===== src/rtl/uart_pkg.sv =====
// Shared UART definitions: baud state encoding, power-up defaults and the
// divisor calculation reused by the TX/RX engines.
package uart_pkg;

    typedef enum logic [1:0] {
        IDLE = 2'd0,
        RUN  = 2'd1,
        PEND = 2'd2
    } uart_state_e;

    localparam int unsigned DEF_REFERENCE_CLOCK = 32'd50_000_000;
    localparam int unsigned DEF_BAUD            = 32'd115_200;
    localparam int unsigned DEF_OVERSAMPLE      = 32'd16;
    localparam int unsigned DEF_NBITS           = 32'd16;

    function automatic int unsigned calc_div(
        input int unsigned ref_clk,
        input int unsigned baud,
        input int unsigned oversample
    );
        return ref_clk / (baud * oversample);
    endfunction

    localparam int unsigned DEF_DIV = calc_div(DEF_REFERENCE_CLOCK, DEF_BAUD, DEF_OVERSAMPLE);

endpackage


===== src/rtl/uart_baud_ctrl_if.sv =====
// Divisor request channel between the register block (master) and the
// baud controller (slave).
interface uart_baud_ctrl_if #(
    parameter int unsigned NBITS = 32'd16
);
    logic [NBITS-1:0] cfg_div;
    logic             cfg_valid;
    logic             cfg_ready;
    logic             cfg_err;

    modport master (
        output cfg_div,
        output cfg_valid,
        input  cfg_ready,
        input  cfg_err
    );

    modport slave (
        input  cfg_div,
        input  cfg_valid,
        output cfg_ready,
        output cfg_err
    );
endinterface


===== src/rtl/uart_tick_gen.sv =====
// Programmable divider plus oversample counter; emits registered one-cycle
// oversample and bit ticks.
module uart_tick_gen
    import uart_pkg::*;
#(
    parameter int unsigned NBITS      = DEF_NBITS,
    parameter int unsigned OVERSAMPLE = DEF_OVERSAMPLE
) (
    input  logic             clk_in,
    input  logic             reset,
    input  logic             clear,
    input  logic             run,
    input  logic [NBITS-1:0] div,
    output logic             tick_os,
    output logic             tick_bit
);
    localparam int unsigned     OS_W    = (OVERSAMPLE > 32'd1) ? $clog2(OVERSAMPLE) : 32'd1;
    localparam logic [OS_W-1:0] OS_LAST = OS_W'(OVERSAMPLE - 32'd1);

    logic [NBITS-1:0] cnt_q, cnt_d;
    logic [OS_W-1:0]  os_cnt_q, os_cnt_d;
    logic             tick_os_q, tick_os_d;
    logic             tick_bit_q, tick_bit_d;
    logic [NBITS-1:0] cnt_last_s;

    // div is never zero here, so div-1 cannot wrap
    assign cnt_last_s = div - NBITS'(32'd1);

    // counter and tick registers
    always_ff @(posedge clk_in) begin
        if (reset) begin
            cnt_q      <= {NBITS{1'b0}};
            os_cnt_q   <= {OS_W{1'b0}};
            tick_os_q  <= 1'b0;
            tick_bit_q <= 1'b0;
        end else begin
            cnt_q      <= cnt_d;
            os_cnt_q   <= os_cnt_d;
            tick_os_q  <= tick_os_d;
            tick_bit_q <= tick_bit_d;
        end
    end

    // next counter values; clear dominates and forces both ticks low
    always_comb begin
        cnt_d      = cnt_q;
        os_cnt_d   = os_cnt_q;
        tick_os_d  = 1'b0;
        tick_bit_d = 1'b0;
        if (clear) begin
            cnt_d    = {NBITS{1'b0}};
            os_cnt_d = {OS_W{1'b0}};
        end else if (run) begin
            if (cnt_q == cnt_last_s) begin
                cnt_d     = {NBITS{1'b0}};
                tick_os_d = 1'b1;
                if (os_cnt_q == OS_LAST) begin
                    os_cnt_d   = {OS_W{1'b0}};
                    tick_bit_d = 1'b1;
                end else begin
                    os_cnt_d = os_cnt_q + OS_W'(32'd1);
                end
            end else begin
                cnt_d = cnt_q + NBITS'(32'd1);
            end
        end else begin
            cnt_d = cnt_q;
        end
    end

    assign tick_os  = tick_os_q;
    assign tick_bit = tick_bit_q;

endmodule


===== src/rtl/uart_baud_ctrl.sv =====
// Baud-tick scheduler: owns the shared divisor, accepts run-time divisor
// requests and swaps them in only while both TX and RX are idle.
module uart_baud_ctrl
    import uart_pkg::*;
#(
    parameter int unsigned REFERENCE_CLOCK = DEF_REFERENCE_CLOCK,
    parameter int unsigned BAUD            = DEF_BAUD,
    parameter int unsigned OVERSAMPLE      = DEF_OVERSAMPLE,
    parameter int unsigned NBITS           = DEF_NBITS,
    parameter int unsigned DEFAULT_DIV     = calc_div(REFERENCE_CLOCK, BAUD, OVERSAMPLE)
) (
    input  logic             clk_in,
    input  logic             reset,
    input  logic             en,
    input  logic             tx_busy,
    input  logic             rx_busy,
    uart_baud_ctrl_if.slave  cfg,
    output logic             tick_os,
    output logic             tick_bit,
    output logic [NBITS-1:0] active_div,
    output logic             cfg_pending
);
    localparam logic [NBITS-1:0] RESET_DIV = NBITS'(DEFAULT_DIV);

    uart_state_e      state_q, state_d;
    logic [NBITS-1:0] active_div_q, active_div_d;
    logic [NBITS-1:0] pend_div_q, pend_div_d;
    logic             cfg_ready_q, cfg_ready_d;
    logic             cfg_err_q, cfg_err_d;
    logic             cfg_pending_q, cfg_pending_d;

    logic             hs_s, hs_zero_s, hs_load_s, apply_s;
    logic             tick_clear_s, tick_run_s;

    assign hs_s      = cfg.cfg_valid & cfg_ready_q;
    assign hs_zero_s = hs_s & (cfg.cfg_div == {NBITS{1'b0}});
    assign hs_load_s = hs_s & (cfg.cfg_div != {NBITS{1'b0}});
    // dropping en releases a held divisor even if a channel still reports busy
    assign apply_s   = (state_q == PEND) & ((~tx_busy & ~rx_busy) | ~en);

    assign tick_clear_s = apply_s | ~en;
    assign tick_run_s   = en & (state_q != IDLE);

    // state and control registers
    always_ff @(posedge clk_in) begin
        if (reset) begin
            state_q       <= IDLE;
            active_div_q  <= RESET_DIV;
            pend_div_q    <= {NBITS{1'b0}};
            cfg_ready_q   <= 1'b1;
            cfg_err_q     <= 1'b0;
            cfg_pending_q <= 1'b0;
        end else begin
            state_q       <= state_d;
            active_div_q  <= active_div_d;
            pend_div_q    <= pend_div_d;
            cfg_ready_q   <= cfg_ready_d;
            cfg_err_q     <= cfg_err_d;
            cfg_pending_q <= cfg_pending_d;
        end
    end

    // next-state logic
    always_comb begin
        state_d = state_q;
        case (state_q)
            IDLE: begin
                if (hs_load_s) begin
                    state_d = PEND;
                end else if (en) begin
                    state_d = RUN;
                end else begin
                    state_d = IDLE;
                end
            end
            RUN: begin
                if (hs_load_s) begin
                    state_d = PEND;
                end else if (!en) begin
                    state_d = IDLE;
                end else begin
                    state_d = RUN;
                end
            end
            PEND: begin
                if (apply_s) begin
                    state_d = en ? RUN : IDLE;
                end else begin
                    state_d = PEND;
                end
            end
            default: begin
                state_d = IDLE;
            end
        endcase
    end

    // output and datapath next values
    always_comb begin
        active_div_d = active_div_q;
        pend_div_d   = pend_div_q;
        if (apply_s) begin
            active_div_d = pend_div_q;
        end else begin
            active_div_d = active_div_q;
        end
        if (hs_load_s) begin
            pend_div_d = cfg.cfg_div;
        end else begin
            pend_div_d = pend_div_q;
        end
        cfg_err_d     = hs_zero_s;
        cfg_ready_d   = (state_d != PEND);
        cfg_pending_d = (state_d == PEND);
    end

    uart_tick_gen #(
        .NBITS      (NBITS),
        .OVERSAMPLE (OVERSAMPLE)
    ) u_tick_gen (
        .clk_in   (clk_in),
        .reset    (reset),
        .clear    (tick_clear_s),
        .run      (tick_run_s),
        .div      (active_div_q),
        .tick_os  (tick_os),
        .tick_bit (tick_bit)
    );

    assign active_div    = active_div_q;
    assign cfg_pending   = cfg_pending_q;
    assign cfg.cfg_ready = cfg_ready_q;
    assign cfg.cfg_err   = cfg_err_q;

endmodule


===== src/flat_wrapper.sv =====
// flat-port wrapper written by rule: the top's interface ports become plain ports
module uart_baud_ctrl_flat import uart_pkg::*;
#(
    parameter int unsigned REFERENCE_CLOCK = DEF_REFERENCE_CLOCK,
    parameter int unsigned BAUD            = DEF_BAUD,
    parameter int unsigned OVERSAMPLE      = DEF_OVERSAMPLE,
    parameter int unsigned NBITS           = DEF_NBITS,
    parameter int unsigned DEFAULT_DIV     = calc_div(REFERENCE_CLOCK, BAUD, OVERSAMPLE)
)
  (clk_in, reset, en, tx_busy, rx_busy, tick_os, tick_bit, active_div, cfg_pending, cfg_cfg_div, cfg_cfg_valid, cfg_cfg_ready, cfg_cfg_err);
  uart_baud_ctrl_if #(.NBITS(NBITS)) cfg_i ();
  input  logic clk_in;
  input  logic reset;
  input  logic en;
  input  logic tx_busy;
  input  logic rx_busy;
  output logic tick_os;
  output logic tick_bit;
  output logic [NBITS-1:0] active_div;
  output logic cfg_pending;
  input wire logic [$bits(cfg_i.cfg_div)-1:0] cfg_cfg_div;
  input wire logic [$bits(cfg_i.cfg_valid)-1:0] cfg_cfg_valid;
  output wire logic [$bits(cfg_i.cfg_ready)-1:0] cfg_cfg_ready;
  output wire logic [$bits(cfg_i.cfg_err)-1:0] cfg_cfg_err;
  assign cfg_i.cfg_div = cfg_cfg_div;
  assign cfg_i.cfg_valid = cfg_cfg_valid;
  assign cfg_cfg_ready = cfg_i.cfg_ready;
  assign cfg_cfg_err = cfg_i.cfg_err;
  uart_baud_ctrl #(.REFERENCE_CLOCK(REFERENCE_CLOCK), .BAUD(BAUD), .OVERSAMPLE(OVERSAMPLE), .NBITS(NBITS), .DEFAULT_DIV(DEFAULT_DIV)) u_core (.clk_in(clk_in), .reset(reset), .en(en), .tx_busy(tx_busy), .rx_busy(rx_busy), .cfg(cfg_i), .tick_os(tick_os), .tick_bit(tick_bit), .active_div(active_div), .cfg_pending(cfg_pending));
endmodule

===== config.mk =====
export PLATFORM = sky130hd
export DESIGN_NAME = uart_baud_ctrl_flat
export DESIGN_NICKNAME = d
export VERILOG_FILES = /design/src/rtl/uart_pkg.sv /design/src/rtl/uart_baud_ctrl_if.sv /design/src/rtl/uart_tick_gen.sv /design/src/rtl/uart_baud_ctrl.sv /design/src/flat_wrapper.sv
export SDC_FILE = /design/constraint.sdc
export NUM_CORES = 1
export LEC_CHECK = 0
export BUFFER_PORTS_ARGS = -buffer_cell sky130_fd_sc_hd__buf_4
export CAP_MARGIN = 20
export CORE_ASPECT_RATIO = 0.7
export CORE_MARGIN = 2
export CORE_UTILIZATION = 41
export DETAILED_ROUTE_END_ITERATION = 10
export GPL_ROUTABILITY_DRIVEN = 0
export PLACE_DENSITY = 0.58
export SLEW_MARGIN = 20
export SYNTH_ARGS = -nofsm -noshare
export SYNTH_HDL_FRONTEND = slang
export SYNTH_HIERARCHICAL = 1
export SYNTH_SLANG_ARGS = --single-unit

===== constraint.sdc =====
create_clock -name clk_in -period 4.2 [get_ports clk_in]
set_clock_uncertainty 0.05 [all_clocks]
set_input_delay 0.84 -clock clk_in [delete_from_list [all_inputs] [get_ports clk_in]]
set_output_delay 0.84 -clock clk_in [all_outputs]
set_load 0.005 [all_outputs]

==> run summary, run 1 <==
Die area -> 0.008413 mm2
Final-layout setup total negative slack -> 0 ps
Number of synthesized flops with an enable pin -> 0
Net count reported at finish -> 410
Part of the power in the clock network -> 41.6%
Hold Vio Cnt, Final -> 0
Global-route wire length before repair -> 12.29 mm
Most frequent cells in the layout -> 59 x sky130_fd_sc_hd__dfxtp_1, 44 x sky130_fd_sc_hd__buf_4, 31 x sky130_fd_sc_hd__nand2b_1
Input/output buffers -> 42
Post-route clock period utilization -> 74.31%
Number of storage elements in the synthesis netlist -> 59
Slew at the pin with the worst max-slew slack -> 899.9 ps
Crit path max-delay family -> simple AND/OR/NAND/NOR gates
Final antenna-violating net count -> 0
Cell area after technology mapping -> 0.003151 mm2
Final worst setup slack -> 1079 ps
Antenna cells -> 0
Largest net degree at the start of global routing -> 57
Critical-path cell list -> inv_1, ha_1, or4b_4, and4bb_1, xnor2_1, or3_4, nor4_4, and3_1
Clock period minus final worst setup slack -> 3121 ps
DRC violation total after the first TritonRoute iteration -> 172
Total grt overflow -> 0
Total of max-cap violations -> 0
Logic pwr share -> 10.7%
Clock buffers created by TritonCTS -> 9
H-tree levels -> 3
Post-synth ARST share -> 0%
Critical path arrival -> 3370 ps
Number of buffer and inverter instances along the worst setup path -> 1
Max frequency -> 320.4 MHz
CP Data Required Time -> 4450 ps
Critical path type -> flop to flop
First-pass iteration count of the detailed router -> 4
Cell-internal power -> 943.2 uW
Post-detail-place hpwl -> 5.397 mm
Row cnt -> 26
Relative max-transition margin -> 39.56%
Fraction of layout instances using a drive strength above 1 -> 18.25%
Pwr Density -> 339.7 mW/mm2
Mapped Cells -> 347
Count of different cell masters after synthesis -> 53
Mapped Nets -> 372
DRC -> 0
Number of cells upsized or downsized after cts -> 0
Die Span Y -> 77.34 um
Switching Power -> 309.4 uW
Total vias in the final route -> 2650
Fin. max-slew vios -> 0
Initial core utilization -> 42.66%
CTS Hold Bufs -> 0
CTS root buf -> sky130_fd_sc_hd__clkbuf_8
Slowest library cell on the worst path -> sky130_fd_sc_hd__nor4_4
Number of placed instances with taps included -> 472
Antenna violations before repair -> 0
Worst vdd ir -> 0.2160 mV
Instance area after placement -> 0.003493 mm2
Post-Place Worst Slack -> 1084 ps
Share of the core filled with cells in the final layout -> 49.93%
Footprint of the multi-input gates -> 0.001833 mm2
Mean area per synthesized cell -> 9.079 um2
FILL cells -> 698
Maximum fanout encountered on the critical timing path -> 17
Detailed Route WL -> 7.429 mm
Per-cell routed wire length -> 15.25 um
Stage delay of the slowest cell on the critical path -> 820 ps
Result of the run -> finished clean
Sequential group share of total power -> 47.7%
Most frequent standard cell in the layout excluding fill and tap cells -> sky130_fd_sc_hd__dfxtp_1
TritonCTS sink count -> 59
CTS clk-pin slew, worst paths -> 60 ps
Sw Share -> 24.70%
Vias per Instance -> 5.441
Area added between synthesis and finish -> 17.04%
Die Width -> 108.8 um
Sequential share of the synthesized area -> 37.49%
Critical path startpoint category -> flop
Insertion delay of the later-clocked pin in the worst-skew pair -> 350 ps
Maximum root-to-sink buffer count -> 2
Hold WC Path Type -> flop to flop
CTS tree -> done
I/O pin count -> 43
Setup repair after global routing missed its margin -> false
Cell Count, Final, Fillers Out -> 487
Number of warnings issued by yosys -> 6
Vias in the first global route -> 2446
Core Box Area -> 0.007385 mm2
Final Instance Area -> 0.003687 mm2
GRT Resource Usage Total -> 19.08%
Critical Path End Type -> flop
Standby leakage power -> 0.001369 uW
Final setup violation count -> 0
Top FF cell, synth -> sky130_fd_sc_hd__dfxtp_1
Sequential standard cell area -> 0.001181 mm2
Setup Fix Bufs, Post-CTS -> 0
## metrics by stage
step / power [uW] / hold WS (ps)
3_3_place_gp: 741.0 / 406.8
3_5_place_dp: 742.9 / 410.2
5_1_grt: 1309 / 440.6
4_1_cts: 1265 / 422.8
2_1_floorplan: 694.9 / 394.2
6_report: 1253 / 417.3
## path summary, 6_finish.rpt
kind,startpoint,end,slack (ps),cells after the start
worst max-delay path,u_core/active_div[0]$_SDFFE_PP1P_,u_core/u_tick_gen/tick_bit$_SDFF_PP0_,1080,8
worst max register to register,u_core/active_div[0]$_SDFFE_PP1P_,u_core/u_tick_gen/tick_bit$_SDFF_PP0_,1080,8
worst min-delay path,u_core/pend_div_q[14]$_SDFFE_PP0P_,u_core/active_div[14]$_SDFFE_PP0P_,420,2
worst min register to register,u_core/pend_div_q[14]$_SDFFE_PP0P_,u_core/active_div[14]$_SDFFE_PP0P_,420,2
## worst register-to-register path, stage by stage, from the launching register on
cell	delay, ps
sky130_fd_sc_hd__dfxtp_1	350
sky130_fd_sc_hd__inv_1	70
sky130_fd_sc_hd__ha_1	230
sky130_fd_sc_hd__or4b_4	500
sky130_fd_sc_hd__and4bb_1	280
sky130_fd_sc_hd__xnor2_1	80
sky130_fd_sc_hd__or3_4	420
sky130_fd_sc_hd__nor4_4	830
sky130_fd_sc_hd__and3_1	260
## sequential cells by signal, indices dropped and copies added (netlist names)
| name | cells |
|---|---|
| u_core/active_div | 16 |
| u_core/pend_div_q | 16 |
| u_core/u_tick_gen/tick_os | 1 |
| u_core/cfg_pending | 1 |
| u_core/state_q | 2 |
| u_core/u_tick_gen/tick_bit | 1 |
| u_core/u_tick_gen/cnt_q | 16 |
| u_core/cfg.cfg_err | 1 |
| u_core/u_tick_gen/os_cnt_q | 4 |
| u_core/cfg.cfg_ready | 1 |
## logic make-up (layout without fill, tap and decap cells)
kind of cell / count (synthesis) / count (layout) / synth area share (%)
flops: 59 / 59 / 37.49
mux: 19 / 19 / 6.036
fa+ha+maj: 3 / 3 / 1.192
xor+xnor: 36 / 36 / 10.01
simple gates: 153 / 153 / 30.02
compound gates: 53 / 53 / 10.68
buf+inv: 24 / 66 / 4.567
## area by class of cell
class                           count  share of cell area, %
Clock inverter                      2                 0.9501
Clock buffer                       13                  4.309
Sequential cell                    59                  32.03
Multi-Input combinational cell    264                  49.71
Inverter                            7                 0.7126
Timing Repair Buffer               44                  8.958
Tap cell                           98                  3.325
## power by group through the flow
stage | clock network (uW) | registers (uW) | logic, uW
after floorplan | 0 | 606 | 89.4
after global placement | 0 | 609 | 132
after detailed placement | 0 | 610 | 133
after CTS | 534 | 598 | 134
after global routing | 561 | 600 | 148
final | 521 | 598 | 134
## synth_stat cells (3+ instances only)
| cell type | instances | area, um2 |
|---|---|---|
| sky130_fd_sc_hd__nor3_1 | 24 | 120.1 |
| sky130_fd_sc_hd__buf_2 | 3 | 15.01 |
| sky130_fd_sc_hd__nor4_2 | 5 | 62.56 |
| sky130_fd_sc_hd__a211o_1 | 4 | 35.03 |
| sky130_fd_sc_hd__and3_1 | 7 | 43.79 |
| sky130_fd_sc_hd__xnor2_1 | 22 | 192.7 |
| sky130_fd_sc_hd__nand4_1 | 11 | 68.82 |
| sky130_fd_sc_hd__nor4_1 | 5 | 31.28 |
| sky130_fd_sc_hd__o21ai_0 | 15 | 75.07 |
| sky130_fd_sc_hd__nor2_1 | 10 | 37.54 |
| sky130_fd_sc_hd__ha_1 | 3 | 37.54 |
| sky130_fd_sc_hd__nand2_1 | 13 | 48.80 |
| sky130_fd_sc_hd__nand3_1 | 21 | 105.1 |
| sky130_fd_sc_hd__nor4b_1 | 3 | 26.28 |
| sky130_fd_sc_hd__dfxtp_1 | 59 | 1181 |
| sky130_fd_sc_hd__o211ai_1 | 3 | 22.52 |
| sky130_fd_sc_hd__a21oi_1 | 16 | 80.08 |
| sky130_fd_sc_hd__buf_6 | 3 | 33.78 |
| sky130_fd_sc_hd__nand2b_1 | 31 | 193.9 |
| sky130_fd_sc_hd__clkbuf_1 | 7 | 26.28 |
| sky130_fd_sc_hd__or2b_1 | 3 | 22.52 |
| sky130_fd_sc_hd__a21o_1 | 3 | 22.52 |
| sky130_fd_sc_hd__inv_1 | 7 | 26.28 |
| sky130_fd_sc_hd__xor2_1 | 14 | 122.6 |
| sky130_fd_sc_hd__or3_1 | 4 | 25.02 |
| sky130_fd_sc_hd__mux2i_1 | 19 | 190.2 |
## layer usage
layer	global-route usage [%]	part of all wire (%)
met5	0	0
met4	6.154	1.0
met3	8.403	6.8
met2	24.81	39
met1	27.67	53
Power figures use the tool's default switching activity.
==> run 2, diff against run 1 <==
Settings changed: ABC_AREA set to 1.
Clock period 4.2 ns to 3.2 ns, I/O delays scaled along.
==> run summary, run 2 <==
Final antenna-violating net count -> 0 (unchanged)
Switching Power -> 586.4 uW (+90%)
Sequential share of the synthesized area -> 33.39% (-4.1 points)
TritonCTS sink count -> 59 (unchanged)
CTS root buf -> sky130_fd_sc_hd__clkbuf_16
Met3 wirelength from detailed routing -> 484 um (-3.8%)
First-pass iteration count of the detailed router -> 7 (+3)
Number of cells upsized or downsized after cts -> 0 (unchanged)
Per-cell routed wire length -> 12.85 um (-16%)
Slowest library cell on the worst path -> sky130_fd_sc_hd__dfxtp_1
Antenna violations before repair -> 0 (unchanged)
Hold WC Path Type -> flop to flop
Vias in the first global route -> 3085 (+26%)
Routed wire length on met2 -> 3.537 mm (+21%)
Final Instance Area -> 0.004210 mm2 (+14%)
Commonest cells post-synth -> 138 x sky130_fd_sc_hd__nand2_1, 82 x sky130_fd_sc_hd__nor2_1, 59 x sky130_fd_sc_hd__dfxtp_1, 55 x sky130_fd_sc_hd__inv_1, 53 x sky130_fd_sc_hd__nand3_1
Worst Reg-to-Reg Cells -> 13 (+5)
Mapped Cells -> 528 (+52%)
Net count reported at finish -> 597 (+46%)
Detailed Route WL -> 8.767 mm (+18%)
Result of the run -> finished clean
I/O pin count -> 43 (unchanged)
Total vias in the final route -> 3363 (+27%)
Endpoint of the most critical register-to-register path -> u_core/u_tick_gen/cnt_q[14]$_SDFFE_PP0P_
Part of the power in the clock network -> 45.0% (+3.4 points)
Most numerous cell in the Yosys netlist -> sky130_fd_sc_hd__nand2_1
Cell-internal power -> 1531 uW (+62%)
Core Box Area -> 0.008408 mm2 (+14%)
Clock buffers created by TritonCTS -> 9 (unchanged)
Max frequency -> 428.4 MHz (+34%)
Mapped Nets -> 553 (+49%)
Slew at the pin with the worst max-slew slack -> 609.7 ps (-290.1 ps)
Critical path type -> flop to flop
DRC -> 0 (unchanged)
Top FF cell, synth -> sky130_fd_sc_hd__dfxtp_1
Hold Path End -> u_core/pend_div_q[9]$_SDFFE_PP0P_
Main area contributors after synthesis -> sky130_fd_sc_hd__dfxtp_1 33%, sky130_fd_sc_hd__nand2_1 15%, sky130_fd_sc_hd__nor2_1 8.7%
Metal1 wirelength -> 4.664 mm (+19%)
Initial core utilization -> 42.07% (-0.60 points)
Register-to-register path setup slack -> 870 ps (-210 ps)
Global-route wire length before repair -> 14.95 mm (+22%)
Antenna cells -> 0 (unchanged)
CTS Hold Bufs -> 0 (unchanged)
Critical Path End Type -> flop
Final-layout setup total negative slack -> 0 ps (unchanged)
Maximum fanout encountered on the critical timing path -> 15 (-2)
Uppermost metal layer occupied by signal nets -> met4
Number of warnings issued by yosys -> 6 (unchanged)
Total grt overflow -> 0 (unchanged)
Number of synthesized flops with an enable pin -> 0 (unchanged)
Die area -> 0.009398 mm2 (+12%)
Input/output buffers -> 42 (unchanged)
Row cnt -> 28 (+7.7%)
Pwr Density -> 502.9 mW/mm2 (+48%)
CP Data Required Time -> 3370 ps (-1080 ps)
DRC violation total after the first TritonRoute iteration -> 168 (-2.3%)
Post-synth ARST share -> 0% (unchanged)
Number of storage elements in the synthesis netlist -> 59 (unchanged)
Fin. max-slew vios -> 0 (unchanged)
Insertion delay of the later-clocked pin in the worst-skew pair -> 330 ps (-20 ps)
CTS clk-pin slew, worst paths -> 50 ps (about the same)
Area added between synthesis and finish -> 19.03%
Post-detail-place hpwl -> 6.848 mm (+27%)
Post-route clock period utilization -> 72.95% (-1.4 points)
Clock period minus final worst setup slack -> 2334 ps (-786.9 ps)
Vias per Instance -> 4.931 (-9.4%)
Total of max-cap violations -> 0 (unchanged)
Most frequent cells in the layout -> 138 x sky130_fd_sc_hd__nand2_1, 82 x sky130_fd_sc_hd__nor2_1, 59 x sky130_fd_sc_hd__dfxtp_1
Number of buffer and inverter instances along the worst setup path -> 2 (+1)
Fraction of post-synthesis cell area in the top cell type by area -> 33.39% (-4.1 points)
Crit path max-delay family -> simple AND/OR/NAND/NOR gates
Largest net degree at the start of global routing -> 22 (-61%)
Stage delay of the slowest cell on the critical path -> 350 ps (-470 ps)
Count of different cell masters after synthesis -> 39 (-26%)
CTS tree -> done
Cell area after technology mapping -> 0.003537 mm2 (+12%)
Critical path arrival -> 2510 ps (-860 ps)
Die Span Y -> 81.71 um (+5.7%)
Hold Vio Cnt, Final -> 0 (unchanged)
Sequential group share of total power -> 38.5% (-9.2 points)
Worst vdd ir -> 0.3472 mV (+61%)
Die Width -> 115.0 um (+5.7%)
Fraction of layout instances using a drive strength above 1 -> 19.41% (+1.2 points)
Setup repair after global routing missed its margin -> false
Standby leakage power -> 0.002080 uW (+52%)
Final setup violation count -> 0 (unchanged)
Largest area contributor in the netlist -> sky130_fd_sc_hd__dfxtp_1
Setup Fix Bufs, Post-CTS -> 0 (unchanged)
WHS Path Cells -> 2 (unchanged)
Instance area after placement -> 0.003914 mm2 (+12%)
H-tree levels -> 3 (unchanged)
Logic pwr share -> 16.5% (+5.8 points)
Sw Share -> 27.69% (+3.0 points)
GRT Resource Usage Total -> 20.45% (+1.4 points)
Maximum root-to-sink buffer count -> 2 (unchanged)
Worst flop-to-flop path startpoint -> u_core/active_div[0]$_SDFFE_PP1P_
Most frequent standard cell in the layout excluding fill and tap cells -> sky130_fd_sc_hd__nand2_1
Relative max-transition margin -> 59.31% (+20 points)
Mean area per synthesized cell -> 6.699 um2 (-26%)
Source of the worst hold timing path -> u_core/pend_div_q[9]$_SDFFE_PP0P_
Most common cell type on the critical path -> sky130_fd_sc_hd__nand2_1
Critical-path cell list -> inv_1, ha_1, nand2_1, nor2_1, nand2_1, nand2_1, nand2_1, a21oi_1, nand2_1, nor2_1, nand3_2, nand3_1, inv_1
Critical path startpoint category -> flop
run 2: changes by cell type in the layout (fill, tap and decap cells not counted), sizes merged, moves of 6 or more:
cell / before / now
and3: 7 / 1
nand3: 21 / 55
xnor2: 22 / 7
nor4: 12 / 0
nor3: 24 / 6
nand2: 13 / 155
nand4: 11 / 4
nand2b: 31 / 0
nor2: 10 / 98
inv: 7 / 60
mux2i: 19 / 0
a21oi: 16 / 32
run 2: layout make-up:
cell class	count	area, um2
clock inverter	4	50.05
inverter	60	225.2
tap	105	131.4
timing repair buffer	44	330.3
sequential	59	1181
multi-input combinational	398	2046
clock buffer	12	246.5
fill	865	4198
run 2: cell families (layout without fill, tap and decap cells):
group	after synthesis	after routing	share of synthesized area, %
XOR/XNOR	18	18	4.669
flip-flops	59	59	33.39
buffers and inverters	71	120	8.773
AO/OA/AOI/OAI	52	52	8.737
adder cells (fa/ha/maj)	3	3	1.061
AND/OR/NAND/NOR	325	325	43.37
run 2: worst max-delay path by stage:
stage | start | end | slack (ps) | cells past startpoint
finish | u_core/active_div[0]$_SDFFE_PP1P_ | u_core/u_tick_gen/cnt_q[14]$_SDFFE_PP0P_ | 870 | 13
global route | u_core/active_div[0]$_SDFFE_PP1P_ | u_core/u_tick_gen/cnt_q[2]$_SDFFE_PP0P_ | 620 | 13
CTS | u_core/active_div[0]$_SDFFE_PP1P_ | u_core/u_tick_gen/cnt_q[14]$_SDFFE_PP0P_ | 870 | 13
detailed placement | en | u_core/u_tick_gen/cnt_q[15]$_SDFFE_PP0P_ | 730 | 13
global placement | rx_busy | u_core/u_tick_gen/cnt_q[4]$_SDFFE_PP0P_ | 780 | 10
floorplan | en | u_core/u_tick_gen/cnt_q[15]$_SDFFE_PP0P_ | 1140 | 12
run 2: through the flow:
step | hold WS (ps) | total power, uW | setup slack [ps] | std cells | utilization, %
CTS | 410.4 | 2140 | 871.3 | 682 | 50.07
global placement | 402.6 | 1170 | 779.0 | 666 | 46.55
floorplan | 386.7 | 1067 | 1140 | 528 | -
detailed placement | 403.2 | 1177 | 725.9 | 666 | 46.55
global route | 426.2 | 2227 | 615.7 | 682 | 50.07
finish | 410.8 | 2118 | 865.7 | 682 | 50.07
run 2: per-layer routing:
metal | GRT usage [%] | vias to the layer above
li1 | - | 1756
met1 | 29.94 | 1531
met2 | 29.88 | 69
met3 | 5.240 | 7
met4 | 5.060 | 0
met5 | 0 | -
run 2: worst register-to-register path: stages, from the launching register on:
cell	delay, ps
sky130_fd_sc_hd__dfxtp_1	350
sky130_fd_sc_hd__inv_1	160
sky130_fd_sc_hd__ha_1	300
sky130_fd_sc_hd__nand2_1	130
sky130_fd_sc_hd__nor2_1	170
sky130_fd_sc_hd__nand2_1	90
sky130_fd_sc_hd__nand2_1	80
sky130_fd_sc_hd__nand2_1	50
sky130_fd_sc_hd__a21oi_1	140
sky130_fd_sc_hd__nand2_1	70
sky130_fd_sc_hd__nor2_1	110
sky130_fd_sc_hd__nand3_2	290
sky130_fd_sc_hd__nand3_1	190
sky130_fd_sc_hd__inv_1	40
run 2: power by group through the flow:
stage / registers (uW) / logic (uW) / clock network (uW)
detailed placement: 830 / 347 / 0
global route: 820 / 398 / 1010
finish: 815 / 350 / 953
CTS: 815 / 349 / 975
global placement: 829 / 341 / 0
floorplan: 820 / 247 / 0
